## config.mk

```make
export PLATFORM = sky130hd
export DESIGN_NAME = wb_arbiter
export DESIGN_NICKNAME = d
export VERILOG_FILES = /design/src/rtl/wb_arbiter_pkg.sv /design/src/rtl/wb_arbiter_load_ext.sv /design/src/rtl/wb_arbiter.sv
export SDC_FILE = /design/constraint.sdc
export NUM_CORES = 1
export LEC_CHECK = 0
export BUFFER_PORTS_ARGS = -buffer_cell sky130_fd_sc_hd__buf_2
export CORE_ASPECT_RATIO = 2
export CORE_UTILIZATION = 64
export DETAILED_ROUTE_END_ITERATION = 6
export HOLD_SLACK_MARGIN = 0.06
export PLACE_DENSITY = 0.95
export SETUP_SLACK_MARGIN = 0.2
export SYNTH_ARGS = -nofsm -noshare
export SYNTH_HDL_FRONTEND = slang
export SYNTH_SLANG_ARGS = --single-unit
export TNS_END_PERCENT = 5
```

## constraint.sdc

```tcl
create_clock -name clk -period 11.4 [get_ports clk]
set_input_delay 0.57 -clock clk [delete_from_list [all_inputs] [get_ports clk]]
set_output_delay 0.57 -clock clk [all_outputs]
set_load 0.05 [all_outputs]
```

## src/rtl/wb_arbiter_pkg.sv

```systemverilog
// Shared register-file types, load funct3 codes and the queue entry layout
// used by the write-back arbiter.
package wb_arbiter_pkg;
  localparam int REG_W      = 32;
  localparam int REG_ADDR_W = 5;

  typedef logic [REG_W-1:0]      reg_bus_t;
  typedef logic [REG_ADDR_W-1:0] reg_addr_bus_t;

  localparam reg_addr_bus_t ZERO_REG_ADDR = '0;
  localparam reg_bus_t      ZERO_WORD     = '0;
  localparam logic          ENABLE        = 1'b1;
  localparam logic          DISABLE       = 1'b0;

  localparam logic [2:0] FUNCT3_LB  = 3'b000;
  localparam logic [2:0] FUNCT3_LH  = 3'b001;
  localparam logic [2:0] FUNCT3_LW  = 3'b010;
  localparam logic [2:0] FUNCT3_LBU = 3'b100;
  localparam logic [2:0] FUNCT3_LHU = 3'b101;

  typedef struct packed {
    reg_addr_bus_t addr;
    reg_bus_t      data;
  } wb_entry_t;
endpackage

```

## src/rtl/wb_arbiter_load_ext.sv

```systemverilog
// Extracts the addressed byte/halfword from an aligned load word and
// sign- or zero-extends it; unknown funct3 codes pass the word through.
module wb_arbiter_load_ext
  import wb_arbiter_pkg::*;
(
  input  logic [2:0] funct3,
  input  logic [1:0] off,
  input  reg_bus_t   data,
  output reg_bus_t   data_out
);
  logic [7:0]  byte_sel;
  logic [15:0] half_sel;

  assign byte_sel = data[{off, 3'b000} +: 8];
  assign half_sel = data[{off[1], 4'b0000} +: 16];

  always_comb begin
    data_out = data;
    case (funct3)
      FUNCT3_LB:  data_out = {{24{byte_sel[7]}}, byte_sel};
      FUNCT3_LBU: data_out = {24'd0, byte_sel};
      FUNCT3_LH:  data_out = {{16{half_sel[15]}}, half_sel};
      FUNCT3_LHU: data_out = {16'd0, half_sel};
      default:    data_out = data;
    endcase
  end
endmodule

```

## src/rtl/wb_arbiter.sv

```systemverilog
// Write-back arbiter: merges ALU (A) and memory (B) results in program order
// through a small FIFO, drains one regfile write per cycle, tracks pending regs.
module wb_arbiter
  import wb_arbiter_pkg::*;
#(
  parameter int DEPTH = 4
) (
  input  logic          clk,
  input  logic          rst,
  input  logic          rdy,
  input  logic          a_valid,
  output logic          a_ready,
  input  reg_addr_bus_t a_addr,
  input  reg_bus_t      a_data,
  input  logic          b_valid,
  output logic          b_ready,
  input  reg_addr_bus_t b_addr,
  input  reg_bus_t      b_data,
  input  logic          b_is_load,
  input  logic [2:0]    b_funct3,
  input  logic [1:0]    b_off,
  output logic          w_enable,
  output reg_addr_bus_t w_addr,
  output reg_bus_t      w_data,
  input  reg_addr_bus_t q1_addr,
  input  reg_addr_bus_t q2_addr,
  output logic          q1_pending,
  output logic          q2_pending
);
  localparam int PTR_W = $clog2(DEPTH);
  localparam int CNT_W = PTR_W + 1;

  logic [PTR_W-1:0] wr_ptr_reg, rd_ptr_reg;
  logic [CNT_W-1:0] count_reg;
  wb_entry_t        fifo_mem [DEPTH];

  reg_bus_t  b_fmt, b_word;
  wb_entry_t a_ent, b_ent, head, first, second;
  logic      a_push, b_push, fifo_nonempty;
  logic      head_valid, first_valid, second_valid;
  logic [1:0] n_push;

  wb_arbiter_load_ext u_load_ext (
    .funct3   (b_funct3),
    .off      (b_off),
    .data     (b_data),
    .data_out (b_fmt)
  );

  // No pop lookahead: two free slots guarantee a dual push always fits.
  assign a_ready = !rst && (count_reg <= CNT_W'(DEPTH - 2));
  assign b_ready = a_ready;

  assign b_word        = b_is_load ? b_fmt : b_data;
  assign a_ent         = '{addr: a_addr, data: a_data};
  assign b_ent         = '{addr: b_addr, data: b_word};
  assign a_push        = rdy && a_valid && a_ready && (a_addr != ZERO_REG_ADDR);
  assign b_push        = rdy && b_valid && b_ready && (b_addr != ZERO_REG_ADDR);
  assign fifo_nonempty = (count_reg != '0);
  assign n_push        = {1'b0, first_valid} + {1'b0, second_valid};

  // Head of the logical queue (FIFO, then B, then A); leftovers get pushed.
  always_comb begin
    head_valid   = 1'b0;
    head         = '0;
    first_valid  = 1'b0;
    first        = '0;
    second_valid = 1'b0;
    second       = '0;
    if (fifo_nonempty) begin
      head_valid   = 1'b1;
      head         = fifo_mem[rd_ptr_reg];
      first_valid  = b_push || a_push;
      first        = b_push ? b_ent : a_ent;
      second_valid = b_push && a_push;
      second       = a_ent;
    end else if (b_push) begin
      head_valid  = 1'b1;
      head        = b_ent;
      first_valid = a_push;
      first       = a_ent;
    end else if (a_push) begin
      head_valid = 1'b1;
      head       = a_ent;
    end
  end

  always_ff @(posedge clk) begin
    if (!rst && rdy) begin
      if (first_valid)
        fifo_mem[wr_ptr_reg] <= first;
      if (second_valid)
        fifo_mem[wr_ptr_reg + PTR_W'(1)] <= second;
    end
  end

  always_ff @(posedge clk) begin
    if (rst) begin
      wr_ptr_reg <= '0;
      rd_ptr_reg <= '0;
      count_reg  <= '0;
      w_enable   <= DISABLE;
      w_addr     <= ZERO_REG_ADDR;
      w_data     <= ZERO_WORD;
    end else if (rdy) begin
      wr_ptr_reg <= wr_ptr_reg + PTR_W'(n_push);
      if (fifo_nonempty)
        rd_ptr_reg <= rd_ptr_reg + PTR_W'(1);
      count_reg <= count_reg + CNT_W'(n_push) - CNT_W'(fifo_nonempty);
      w_enable  <= head_valid;
      if (head_valid) begin
        w_addr <= head.addr;
        w_data <= head.data;
      end
    end
  end

  logic [DEPTH-1:0] q1_hit, q2_hit;

  generate
    for (genvar gi = 0; gi < DEPTH; gi++) begin : g_pending
      logic [PTR_W-1:0] slot_off;
      logic             slot_live;
      assign slot_off   = PTR_W'(gi) - rd_ptr_reg;
      assign slot_live  = ({1'b0, slot_off} < count_reg);
      assign q1_hit[gi] = slot_live && (fifo_mem[gi].addr == q1_addr);
      assign q2_hit[gi] = slot_live && (fifo_mem[gi].addr == q2_addr);
    end
  endgenerate

  assign q1_pending = (q1_addr != ZERO_REG_ADDR) &&
                      ((|q1_hit) || (w_enable && (w_addr == q1_addr)));
  assign q2_pending = (q2_addr != ZERO_REG_ADDR) &&
                      ((|q2_hit) || (w_enable && (w_addr == q2_addr)));
endmodule

```

=== Yosys cells after proc, flatten, opt, wreduce, memory -nomap -nowiden ===
Memory sizes are Yosys's and may differ from the RTL's. A register that Yosys moved wholly into a read port is not among the register bits.
Cells that the tools add are included.

* Bits in registers: 45
* Logic and storage cells: 95
* Bits of input ports: 95
* Memories: 1
* Output and inout port bits: 42
* RAM bits: 148

{| class="wikitable"
|+ Memories
! name !! depth !! bits a word !! rd ports !! clocked after memory_dff !! write ports !! line !! text
|-
| fifo_mem || 4 || 37 || 5 || 1 || 2 || wb_arbiter.sv:35 || <nowiki>wb_entry_t fifo_mem [DEPTH];</nowiki>
|}

* Add/sub/neg operators: 10
* Eq/ne operators: 13
* Shift operators: 2
* Reductions and logical operators: 35
* $lt $le $gt $ge: 5
* Muxes and demuxes: 23

{| class="wikitable"
|+ Operators by type and width
! kind !! count
|-
| 37-bit two-way mux || 7
|-
| 32-bit case mux with 4 select lines || 1
|-
| 5-bit equality test || 10
|-
| 32-bit two-way mux || 1
|-
| 32-bit by 6-bit variable part select with 16-bit output || 1
|-
| 32-bit by 6-bit variable part select with 8-bit output || 1
|-
| 1-bit logical AND || 21
|-
| 5-bit nonzero test || 4
|-
| 2-bit by 3-bit less-than comparator with 1-bit output || 4
|-
| 1-bit two-way mux || 12
|-
| 4-bit OR reduction || 2
|-
| 3-bit equality test, second input constant || 2
|-
| 2-bit by 1-bit adder with 2-bit output, second input constant || 2
|-
| 2-bit two-way mux || 2
|-
| 2-bit AND reduction || 2
|-
| 1-bit by 2-bit subtractor with 2-bit output, first input constant || 2
|-
| 2-bit subtractor, first input constant || 2
|-
| 3-bit by 2-bit adder with 3-bit output || 1
|-
| 3-bit by 1-bit equality test with 1-bit output, second input constant || 1
|-
| 3-bit by 2-bit less-or-equal comparator with 1-bit output, second input constant || 1
|-
| 3-bit zero test || 1
|-
| 1-bit logical OR || 3
|-
| 3-bit nonzero test || 1
|-
| 3-bit by 1-bit subtractor with 3-bit output || 1
|-
| other kinds (3) || 3
|}

=== Longest topological paths before layout ===
* Word-level depth: 9
* Mapped depth: 14
* Gate-level depth less buffers: 13

=== Hierarchy ===
A second synthesis with hierarchy kept.

* Cells, all modules: 1006
* Area total of the unflattened synthesis: 11417.2 um^2

{| class="wikitable"
|+ By module, submodules not included
! module !! seq. area each (um^2) !! area an instance (um^2) !! cells an instance !! instances
|-
| wb_arbiter || 5385.2 || 10789.1 || 897 || 1
|-
| wb_arbiter_load_ext || 0.0 || 628.1 || 109 || 1
|}

=== Worst setup path after synthesis ===
Ideal clock, no wire load.

* Path kind: in2reg
* Start: input port b_valid
* End: memory fifo_mem[3][0] (netlist bit), enable pin
* Setup time: 0.485 ns
* Stages on the path: 6
* Required time: 10.915 ns
* Buffers on the path: 2
* Data arrival time: 4.243 ns
* Slack: 6.671 ns
* Cell sequence: clkbuf_1 > o21ai_0 > buf_2 > nor3_1 > a21oi_1 > nor3b_1

{| class="wikitable"
|+ RTL lines
! item !! line !! text
|-
| start, declared || wb_arbiter.sv:15 || <nowiki>input logic b_valid,</nowiki>
|-
| end, declared || wb_arbiter.sv:35 ||
|}

==> impl_metrics.toml <==
[floorplan]
die_w_um = 95.6
start_util_pct = 65.3
core_um2 = 17200
pin_count = 137
fp.dieH_um = 189
die_area_um2 = 18100
rows = 68

[timing]
slew_viol_final = 0
finalCritPeriodShare_pct = 31.4
rsz0062_at_grt = "no"
final-setup-viol-count = 0
slew_headroom_pct = 30.7
fmax_ghz = 0.280
worstMarginPinSlew_ns = 1.04
worst_slack_ns = 7.82
finalHoldViolCount = 0
fin_crit_ns = 3.58
hold_slack_ns = 0.462
fin_worst_skew_ns = 0.00680
tns_ns = 0

[clocking]
cts_inserted_buffers = 17
clkTransAtPathRegs_ns = 0.07
worstSkewPairLatency_ns = 0.43
ctsHoldBuffers = 0
ctsResizeCount = 0
cts.sinks = 195
ctsLongestPathBuffers = 2
root_buffer = "clkbuf_16"
cts_tree = "yes"
h-tree-depth = 4
postCtsSetupRepairBufs = 0

[run_status]
outcome = "completed"

[finish]
fill_cells = 1121
max_flop_register = "fifo_mem"
largestRegisters = "fifo_mem: 148 flops, w_data: 32 flops, w_addr: 5 flops"
fin_cells = 1398
syn_to_final_growth_pct = 11.7
drive_above_1_share_pct = 21.0
multi_input_comb_area_um2 = 5420
antenna_cells = 0
seq_area_um2 = 5390
nets = 1278
fin_util_pct = 72.9
largest_reg_flops = 148
fin_area_um2 = 12500

[drt]
drt_iter0_drc = 1713
via_count = 10400
wl_per_cell_um = 25.9
drt-total-wl_mm = 36.2
drtPass1Iterations = 6
via_per_inst = 7.46
remaining_drc_errors = 0
ant_nets = 0

[synth]
synth_edf_count = 148
synth.most_common_cell = "nand2_1"
synth-async-reset-ratio_pct = 0
syn_inst = 1102
yosysSeqAreaShare_pct = 48.0
synth_area_um2 = 11200
synth_area_per_cell_um2 = 10.2
ys_seq_elements = 195
synth_warnings = 0
synth_ff_type = "edfxtp_1"
synth_area_leader_cell = "edfxtp_1"
synthTopCellsByCount = "nand2_1, o21ai_0, edfxtp_1, clkbuf_1, nor2_1"
synth_nets = 1205
synthTopCellsByArea = "edfxtp_1, dfxtp_1, mux4_2"
synth.distinct_cells = 62
synth_top_cell_area_share_pct = 39.6

[global_routing]
grt_pass1_wl_mm = 56.2
gr-usage-all-layers_pct = 42.3
grt_overflow = 0
antenna_found_initial = 0
grt_pass1_vias = 10600
grt_max_degree = 71

[placed_design]
gp_congestion = 0.987
placed_cells = 1366
hpwl_mm = 22.6
port-buffer-count = 136
dp_slack_ns = 7.62
dpl-instance-area_um2 = 11900

[pwr]
p_leak_nw = 4.34
ir_drop_uv = 173
power_frac_comb_pct = 42.9
finalPower_mw = 2.80
p_sw_mw = 1.15
p_int_mw = 1.65
seqPwrFrac_pct = 34.7
power.share.clock_pct = 22.3
swShare_pct = 41.2
powerDensity_nw_per_um2 = 224

[critical_path]
critPathLaunchType = "primary input"
worstPathArrival_ns = 3.71
cp-end-kind = "flip-flop"
crit_fanout = 65
worstPathRequired_ns = 11.53
crit_type = "primary input to flip-flop"

[job]
cap_violations = 0

[worst_hold_path]
holdCritPathClass = "flip-flop to flip-flop"
critical path, stage by stage:
cell and delay, ns:
buf_2 0.10, buf_4 0.33, nor3b_2 0.34, o2111ai_2 0.51, nand2_2 0.92, nand2_1 0.25, o21ai_0 0.67
path summary, 6_finish.rpt:
path / to / depth (start not counted) / start / slack, ns
worst max-delay path: fifo_mem[2][32] / 7 / rst / 7.82
worst min-delay path: w_data[11] / 1 / w_data[11] / 0.46
worst max register to register: w_data[4] / 5 / count_reg[0] / 8.08
worst min register to register: w_data[11] / 1 / w_data[11] / 0.46
per-layer routing:
metal	global-route usage [%]	up-vias	part of all wire [%]
li1	-	4292	-
met1	46.6	4738	29
met2	65.9	1069	48
met3	13.2	331	13
met4	34.2	0	9.6
met5	0	-	0
cell families after synthesis:
kind of cell	count (synthesis)	share of synthesized area, %
flops	195	48.0
compound gates	304	17.9
mux	51	8.82
xor+xnor	60	4.68
fa+ha+maj	9	1.05
buf+inv	109	4.12
simple gates	374	15.5
cells in the final DEF (no fill, tap or decap), types with 4 or more instances in the layout:
cell | netlist | routed
a2111oi_0 | 6 | 6
a211oi_1 | 11 | 11
a21o_1 | 5 | 5
a21oi_1 | 13 | 12
a221o_1 | 6 | 6
a221oi_1 | 34 | 34
a22oi_1 | 6 | 6
a32o_1 | 11 | 11
buf_2 | 29 | 136
buf_4 | 2 | 19
clkbuf_16 | 0 | 17
dfxtp_1 | 47 | 46
edfxtp_1 | 148 | 148
ha_1 | 7 | 7
inv_1 | 8 | 8
mux2i_1 | 10 | 10
mux4_2 | 38 | 38
nand2_1 | 207 | 206
nand2b_1 | 8 | 8
nand3_1 | 24 | 24
nand4b_1 | 21 | 21
nor2_1 | 52 | 51
nor2b_1 | 6 | 6
nor3_1 | 22 | 21
nor4_1 | 8 | 8
o21a_1 | 4 | 4
o21ai_0 | 155 | 155
o21ai_1 | 10 | 10
o22ai_1 | 10 | 10
o41ai_1 | 21 | 21
or2_2 | 7 | 7
xnor2_1 | 38 | 38
xor2_1 | 22 | 22
cell type report:
class	count	share of cell area (%)
clock buffers	22	3.70
clock inverters	10	1.18
inverters	8	0.240
multi-input cells	798	43.2
flip-flops and latches	195	43.0
well taps	210	2.10
repair buffers	155	6.57
power groups by stage:
stage / clock network, mW / registers (mW) / logic, mW
after floorplan: 0 / 1.10 / 0.707
after global placement: 0 / 0.979 / 1.10
after detailed placement: 0 / 0.984 / 1.14
after CTS: 0.621 / 0.970 / 1.16
after global routing: 0.646 / 0.979 / 1.28
final: 0.626 / 0.973 / 1.20
Note: power is estimated with default switching activity, not from simulation.
